[src/rtl/fetch_stage_pkg.sv]
// Shared constants, state encoding and queue-entry layout for the instruction-fetch stage.
package fetch_stage_pkg;

    localparam int          PC_WIDTH    = 16;
    localparam int          INSTR_WIDTH = 16;
    localparam logic [15:0] NOP_INSTR   = 16'h0800;
    localparam logic [4:0]  HALT_OPCODE = 5'b00000;
    localparam logic [15:0] PC_STEP     = 16'h0002;

    typedef enum logic [1:0] {
        ST_RUN    = 2'b00,
        ST_WAIT   = 2'b01,
        ST_HALTED = 2'b10
    } fetch_state_e;

    typedef struct packed {
        logic [INSTR_WIDTH-1:0] instr;
        logic [PC_WIDTH-1:0]    npc;
        logic                   err;
    } fq_entry_t;

    function automatic logic is_halt(input logic [INSTR_WIDTH-1:0] instr);
        return (instr[15:11] == HALT_OPCODE);
    endfunction

    function automatic logic [PC_WIDTH-1:0] pc_incr(input logic [PC_WIDTH-1:0] pc);
        return pc + PC_STEP;
    endfunction

endpackage

[src/rtl/fetch_stage_queue.sv]
// DEPTH-entry FIFO of fetched {instr, npc, err} entries sitting between the memory response and IF/ID.
module fetch_queue
    import fetch_stage_pkg::*;
#(
    parameter int DEPTH = 2
) (
    input  logic                   clk,
    input  logic                   rst,
    input  logic                   push_i,
    input  fq_entry_t              push_data_i,
    input  logic                   pop_i,
    output fq_entry_t              head_o,
    input  logic                   flush_i,
    output logic                   full_o,
    output logic                   empty_o,
    output logic [$clog2(DEPTH):0] count_o
);

    localparam int               PTR_W    = $clog2(DEPTH);
    localparam int               CNT_W    = PTR_W + 1;
    localparam logic [CNT_W-1:0] CNT_FULL = CNT_W'(DEPTH);

    fq_entry_t        mem_q [DEPTH];
    logic [PTR_W-1:0] rd_ptr_q;
    logic [PTR_W-1:0] rd_ptr_d;
    logic [PTR_W-1:0] wr_ptr_q;
    logic [PTR_W-1:0] wr_ptr_d;
    logic [CNT_W-1:0] count_q;
    logic [CNT_W-1:0] count_d;
    logic             do_push_s;
    logic             do_pop_s;

    assign full_o    = (count_q == CNT_FULL);
    assign empty_o   = (count_q == {CNT_W{1'b0}});
    assign count_o   = count_q;
    assign head_o    = mem_q[rd_ptr_q];

    // A flush wins over everything; a push into a full queue is only legal alongside a pop.
    assign do_pop_s  = pop_i & ~empty_o & ~flush_i;
    assign do_push_s = push_i & (~full_o | do_pop_s) & ~flush_i;

    // Next-state for pointers and occupancy.
    always_comb begin
        rd_ptr_d = rd_ptr_q;
        wr_ptr_d = wr_ptr_q;
        count_d  = count_q;
        if (flush_i) begin
            rd_ptr_d = {PTR_W{1'b0}};
            wr_ptr_d = {PTR_W{1'b0}};
            count_d  = {CNT_W{1'b0}};
        end else begin
            if (do_pop_s) begin
                rd_ptr_d = rd_ptr_q + PTR_W'(1);
            end else begin
                rd_ptr_d = rd_ptr_q;
            end
            if (do_push_s) begin
                wr_ptr_d = wr_ptr_q + PTR_W'(1);
            end else begin
                wr_ptr_d = wr_ptr_q;
            end
            case ({do_push_s, do_pop_s})
                2'b10:   count_d = count_q + CNT_W'(1);
                2'b01:   count_d = count_q - CNT_W'(1);
                default: count_d = count_q;
            endcase
        end
    end

    // Pointer and occupancy registers.
    always_ff @(posedge clk or negedge rst) begin
        if (!rst) begin
            rd_ptr_q <= {PTR_W{1'b0}};
            wr_ptr_q <= {PTR_W{1'b0}};
            count_q  <= {CNT_W{1'b0}};
        end else begin
            rd_ptr_q <= rd_ptr_d;
            wr_ptr_q <= wr_ptr_d;
            count_q  <= count_d;
        end
    end

    // Entry storage.
    always_ff @(posedge clk or negedge rst) begin
        if (!rst) begin
            for (int i = 0; i < DEPTH; i++) begin
                mem_q[i] <= '0;
            end
        end else if (do_push_s) begin
            mem_q[wr_ptr_q] <= push_data_i;
        end
    end

endmodule

[src/rtl/fetch_stage.sv]
// Instruction-fetch stage: owns the PC, a single-outstanding imem handshake, the fetch queue and IF/ID.
module fetch_stage #(
    parameter int          DEPTH     = 2,
    parameter logic [15:0] RESET_PC  = 16'h0000,
    parameter logic [15:0] NOP_INSTR = fetch_stage_pkg::NOP_INSTR
) (
    input  logic                                 clk,
    input  logic                                 rst,
    input  logic                                 stall,
    input  logic                                 doBranch,
    input  logic [fetch_stage_pkg::PC_WIDTH-1:0] branchTarget,
    output logic                                 imemReq,
    output logic [fetch_stage_pkg::PC_WIDTH-1:0] imemAddr,
    input  logic                                 imemReady,
    input  logic                                 imemValid,
    input  logic [15:0]                          imemData,
    input  logic                                 imemErr,
    output logic [15:0]                          instrOut,
    output logic [fetch_stage_pkg::PC_WIDTH-1:0] nextPcOut,
    output logic                                 validOut,
    output logic                                 err
);

    import fetch_stage_pkg::*;

    localparam int               CNT_W    = $clog2(DEPTH) + 1;
    localparam logic [CNT_W-1:0] CNT_FULL = CNT_W'(DEPTH);

    fetch_state_e        state_q;
    logic [PC_WIDTH-1:0] pc_q;
    logic [PC_WIDTH-1:0] req_npc_q;
    logic                discard_q;
    logic                halt_pend_q;

    logic [15:0]         instr_q;
    logic [PC_WIDTH-1:0] npc_q;
    logic                valid_q;
    logic                err_q;

    logic                q_full_s;
    logic                q_empty_s;
    logic                q_push_s;
    logic                q_pop_s;
    logic                q_flush_s;
    logic [CNT_W-1:0]    q_count_s;
    fq_entry_t           q_head_s;
    fq_entry_t           q_push_data_s;

    logic                issue_s;
    logic                fire_s;
    logic                resp_s;
    logic                halt_pop_s;

    // imemReq is held low while rst is asserted even though state already reads RUN.
    assign issue_s       = rst & (state_q == ST_RUN) & (q_count_s < CNT_FULL) & ~doBranch;
    assign fire_s        = issue_s & imemReady;
    assign resp_s        = (state_q == ST_WAIT) & imemValid;
    assign q_flush_s     = doBranch;
    assign q_pop_s       = ~doBranch & ~stall & ~q_empty_s;
    assign halt_pop_s    = q_pop_s & is_halt(q_head_s.instr);
    assign q_push_s      = resp_s & ~discard_q & ~doBranch & (~q_full_s | q_pop_s);
    assign q_push_data_s = {imemData, req_npc_q, imemErr};

    assign imemReq       = issue_s;
    assign imemAddr      = pc_q;
    assign instrOut      = instr_q;
    assign nextPcOut     = npc_q;
    assign validOut      = valid_q;
    assign err           = err_q;

    fetch_queue #(
        .DEPTH (DEPTH)
    ) u_queue (
        .clk         (clk),
        .rst         (rst),
        .push_i      (q_push_s),
        .push_data_i (q_push_data_s),
        .pop_i       (q_pop_s),
        .head_o      (q_head_s),
        .flush_i     (q_flush_s),
        .full_o      (q_full_s),
        .empty_o     (q_empty_s),
        .count_o     (q_count_s)
    );

    // Fetch FSM: PC, outstanding-request bookkeeping, halt entry and redirect.
    always_ff @(posedge clk or negedge rst) begin
        if (!rst) begin
            state_q     <= ST_RUN;
            pc_q        <= RESET_PC;
            req_npc_q   <= RESET_PC;
            discard_q   <= 1'b0;
            halt_pend_q <= 1'b0;
        end else if (doBranch) begin
            pc_q        <= branchTarget;
            halt_pend_q <= 1'b0;
            // A response landing in the redirect cycle closes the request and is simply dropped.
            if ((state_q == ST_WAIT) && !imemValid) begin
                state_q   <= ST_WAIT;
                discard_q <= 1'b1;
            end else begin
                state_q   <= ST_RUN;
                discard_q <= 1'b0;
            end
        end else begin
            case (state_q)
                ST_RUN: begin
                    if (fire_s) begin
                        pc_q        <= pc_incr(pc_q);
                        req_npc_q   <= pc_incr(pc_q);
                        state_q     <= ST_WAIT;
                        halt_pend_q <= halt_pop_s;
                    end else if (halt_pop_s) begin
                        state_q <= ST_HALTED;
                    end else begin
                        state_q <= ST_RUN;
                    end
                end
                ST_WAIT: begin
                    // A halt seen while waiting takes effect once the in-flight response is absorbed.
                    if (imemValid) begin
                        discard_q   <= 1'b0;
                        halt_pend_q <= 1'b0;
                        state_q     <= (halt_pend_q | halt_pop_s) ? ST_HALTED : ST_RUN;
                    end else if (halt_pop_s) begin
                        halt_pend_q <= 1'b1;
                    end else begin
                        halt_pend_q <= halt_pend_q;
                    end
                end
                ST_HALTED: begin
                    state_q <= ST_HALTED;
                end
                default: begin
                    state_q     <= ST_RUN;
                    discard_q   <= 1'b0;
                    halt_pend_q <= 1'b0;
                end
            endcase
        end
    end

    // IF/ID pipeline register feeding decode.
    always_ff @(posedge clk or negedge rst) begin
        if (!rst) begin
            instr_q <= NOP_INSTR;
            npc_q   <= {PC_WIDTH{1'b0}};
            valid_q <= 1'b0;
            err_q   <= 1'b0;
        end else if (doBranch) begin
            instr_q <= NOP_INSTR;
            valid_q <= 1'b0;
            err_q   <= 1'b0;
        end else if (stall) begin
            instr_q <= instr_q;
            npc_q   <= npc_q;
            valid_q <= valid_q;
            err_q   <= err_q;
        end else if (!q_empty_s) begin
            instr_q <= q_head_s.instr;
            npc_q   <= q_head_s.npc;
            valid_q <= 1'b1;
            err_q   <= q_head_s.err;
        end else begin
            instr_q <= NOP_INSTR;
            valid_q <= 1'b0;
            err_q   <= 1'b0;
        end
    end

endmodule
[config.mk]
export PLATFORM = sky130hd
export DESIGN_NAME = fetch_stage
export DESIGN_NICKNAME = d
export VERILOG_FILES = /design/src/rtl/fetch_stage_pkg.sv /design/src/rtl/fetch_stage_queue.sv /design/src/rtl/fetch_stage.sv
export SDC_FILE = /design/constraint.sdc
export NUM_CORES = 1
export LEC_CHECK = 0
export BUFFER_PORTS_ARGS = -buffer_cell sky130_fd_sc_hd__buf_2
export CAP_MARGIN = 20
export CORE_MARGIN = 5
export CORE_UTILIZATION = 39
export CTS_CLUSTER_SIZE = 40
export DETAILED_ROUTE_END_ITERATION = 12
export PLACE_DENSITY = 0.63
export SETUP_SLACK_MARGIN = 0.2
export SLEW_MARGIN = 5
export SYNTH_ARGS = -nofsm -noshare
export SYNTH_HDL_FRONTEND = slang
export SYNTH_SLANG_ARGS = --single-unit
[constraint.sdc]
create_clock -name clk -period 4.35 [get_ports clk]
set_input_delay 0.87 -clock clk [delete_from_list [all_inputs] [get_ports clk]]
set_output_delay 0.87 -clock clk [all_outputs]
set_load 0.05 [all_outputs]
==> results.sh <==
export IMPL_drv_slew=0
export IMPL_ys_flop_type="dfrtp_1"
export IMPL_finalSetupViolCount=0
export IMPL_path_cells="buf_2, nor2_4, nor4bb_1, buf_2"
export IMPL_io_pins=90
export IMPL_cts_buffer_depth=2
export IMPL_final_hold_viol_count=0
export IMPL_drive_gt1_share_pct=33.4
export IMPL_cts_reportedPaths_clkPinSlew_ns=0.05
export IMPL_ant_nets=0
export IMPL_utilization_pct=46.1
export IMPL_period_share_pct=65.0
export IMPL_clockPowerShare_pct=37.9
export IMPL_synth_edf_count=0
export IMPL_grt_overflow=0
export IMPL_synth_yosys_warnings=0
export IMPL_die_h_um=138
export IMPL_endpoint="imemReq"
export IMPL_cts_tree="built"
export IMPL_path_max_fanout=26
export IMPL_power_frac_comb_pct=16.5
export IMPL_grt_total_usage_pct=15.0
export IMPL_r2r_slack_ns=2.14
export IMPL_cts_hold_repair_buffers=0
export IMPL_gp_congestion=0.802
export IMPL_netlist_cell_type_count=46
export IMPL_multi_input_area_um2=2640
export IMPL_dieArea_um2=19100
export IMPL_ys_seq_elements=140
export IMPL_cts_resized=0
export IMPL_cellPowerDensity_nw_per_um2=492
export IMPL_critical_path_depth=4
export IMPL_synth_async_reset_ratio_pct=100
export IMPL_final_cells=822
export IMPL_crit_type="in -> out"
export IMPL_placed_area_um2=6960
export IMPL_wirelength_mm=13.8
export IMPL_row_count=47
export IMPL_cpPeakStageDelay_ns=0.31
export IMPL_die_x_um=138
export IMPL_cts_root_buf="clkbuf_16"
export IMPL_path_common_cell="buf_2"
export IMPL_outcome="finished clean"
export IMPL_start_kind="primary input"
export IMPL_first_pass_iters=4
export IMPL_r2r_start="state_q[1]"
export IMPL_placed_cells=790
export IMPL_yosysSeqAreaShare_pct=54.6
export IMPL_grt_pass1_vias=4431
export IMPL_antenna_found_initial=0
export IMPL_fmax_mhz=354
export IMPL_min_path_type="in -> async"
export IMPL_synth_fa_ha_area_share_pct=0.195
export IMPL_cap_violations=0
export IMPL_first_iter_violations=179
export IMPL_routed_via_density=4.98
export IMPL_avgSynthCellArea_um2=12.6
export IMPL_nFillCells=1546
export IMPL_p_leak_uw=0.00372
export IMPL_max_slew_margin_rel_pct=33.8
export IMPL_synth_nets=548
export IMPL_grt_pass1_wl_mm=23.4
export IMPL_crit_buf_inv=2
export IMPL_post_cts_buffers=0
export IMPL_synth_top_family_by_area="multiplexers"
export IMPL_critical_path_arrival_ns=1.96
export IMPL_crit_path_end_kind="output port"
export IMPL_start_util_pct=39.3
export IMPL_p_seq_share_pct=45.6
export IMPL_cts_max_level=4
export IMPL_r2r_cells=5
export IMPL_ff_latch_area_um2=3510
export IMPL_synth_simple_area_share_pct=9.66
export IMPL_synth_area_um2=6420
export IMPL_finalNetCount=629
export IMPL_via_count=4091
export IMPL_area_growth_syn_to_layout_pct=17.3
export IMPL_synth_mux_area_share_pct=21.0
export IMPL_p_int_uw=2740
export IMPL_antenna_cells=0
export IMPL_rsz0062_at_grt="no"
export IMPL_crit_start="doBranch"
export IMPL_ir_worst_vdd_mv=0.278
export IMPL_stdcell_area_um2=7530
export IMPL_reg2reg_to="u_queue.mem_q[3]"
export IMPL_grt_max_degree=69
export IMPL_clk_latency_ns=0.41
export IMPL_switching_share_pct=26.1
export IMPL_synth_xor_area_share_pct=1.36
export IMPL_hpwl_mm=9.59
export IMPL_numCtsBuffers=17
export IMPL_p_switching_uw=967
export IMPL_period_minus_slack_ns=2.83
export IMPL_slowest_stage="buf_2"
export IMPL_wl_per_cell_um=16.8
export IMPL_worstMarginPinSlew_ns=0.993
export IMPL_critPathTopFamily="buffers and inverters"
export IMPL_synth_compound_area_share_pct=8.88
export IMPL_worstPathRequired_ns=3.48
export IMPL_tns_ns=0
export IMPL_clock_sinks=140
export IMPL_fin_skew_ns=0.00676
export IMPL_portBuffers=89
export IMPL_drc_errors=0
export IMPL_synth_cells=508
export IMPL_core_um2=16300
## power by group through the flow
| stage | registers [uW] | clock network (uW) | logic (uW) |
|---|---|---|---|
| floorplan | 1740 | 0 | 401 |
| global placement | 1700 | 0 | 599 |
| detailed placement | 1710 | 0 | 619 |
| CTS | 1690 | 1440 | 620 |
| global route | 1720 | 1500 | 669 |
| finish | 1690 | 1400 | 610 |
## worst register-to-register path: cells and delay by family (launching register included)
kind                   cells  cell delay (ns)
DFF                        1             0.45
and+or+nand+nor            2             0.41
AOI/OAI and AO/OA          1             0.53
muxes                      1             0.36
buffers and inverters      1             0.34
## how the worst min path moves through the flow
stage                        end  slack, ns  cells after the start
3_3_place_gp         instrOut[5]       0.46                      2
4_1_cts                      err       0.36                      1
6_report       u_queue.mem_q[54]       0.36                      1
2_1_floorplan      req_npc_q[12]       0.47                      2
5_1_grt        u_queue.mem_q[54]       0.37                      1
3_5_place_dp        instrOut[11]       0.46                      2
## logic make-up (layout without fill, tap and decap cells)
kind of cell	count (synthesis)	after routing
AO/OA/AOI/OAI	92	92
XOR/XNOR	10	10
adder cells (fa/ha/maj)	1	1
buffers and inverters	40	134
flip-flops	140	140
multiplexers	104	104
AND/OR/NAND/NOR	121	121
## cell type report
type | instances | share of cell area [%]
clock buffer | 25 | 6.45
clock inverter | 7 | 1.16
inverter | 4 | 0.199
multi-input combinational | 328 | 35.1
sequential | 140 | 46.6
tap | 220 | 3.66
timing repair buffer | 98 | 6.89
## flip-flops by register name, indices dropped and copies added, names as in the netlist
register          count
halt_pend_q           1
nextPcOut            16
validOut              1
err                   1
discard_q             1
req_npc_q            16
u_queue.rd_ptr_q      1
imemAddr             16
u_queue.count_o       2
state_q               2
instrOut             16
u_queue.mem_q        66
u_queue.wr_ptr_q      1
## through the flow
step	hold WS (ns)	setup WS [ns]	total power [uW]
after CTS	0.358	1.54	3750
after global placement	0.456	1.47	2300
after global routing	0.365	1.37	3890
after detailed placement	0.465	1.43	2330
final	0.356	1.52	3700
after floorplan	0.472	0.832	2140
## layout by cell type, fill, tap and decap left out, drive strengths merged, types with 4 or more instances in the layout
cell type,instances
mux2i,35
clkbuf,25
and4,4
a21oi,7
nor3,6
a21o,8
o21ai,51
inv,4
nand4,5
xor2,7
a221o,9
nor2,8
dfrtp,139
nand3,11
mux2,69
buf,98
clkinv,4
nand2,61
nor2b,6
## layer usage
metal  global-route usage (%)  routed length [um]  vias up
li1                         -                   -     1974
met1                     20.6                6620     1980
met5                        0                   0        -
met4                     5.04                 212        0
met2                     23.0                6270      117
met3                     4.52                 708       20
## synth_stat cells, drive strengths merged, types with 5 or more instances
master	number	share of area, %
mux2i	35	5.5
nand4	5	0.49
a221o	9	1.4
nor2	8	0.58
a21oi	7	0.55
nand3	11	0.86
o21ai	51	4.0
mux2	69	16
a21o	8	0.94
clkbuf	17	0.99
nand2	61	3.6
xor2	7	0.95
nor3	6	0.47
dfrtp	139	54
buf	19	3.1
nor2b	6	0.58
Power figures use the tool's default switching activity.
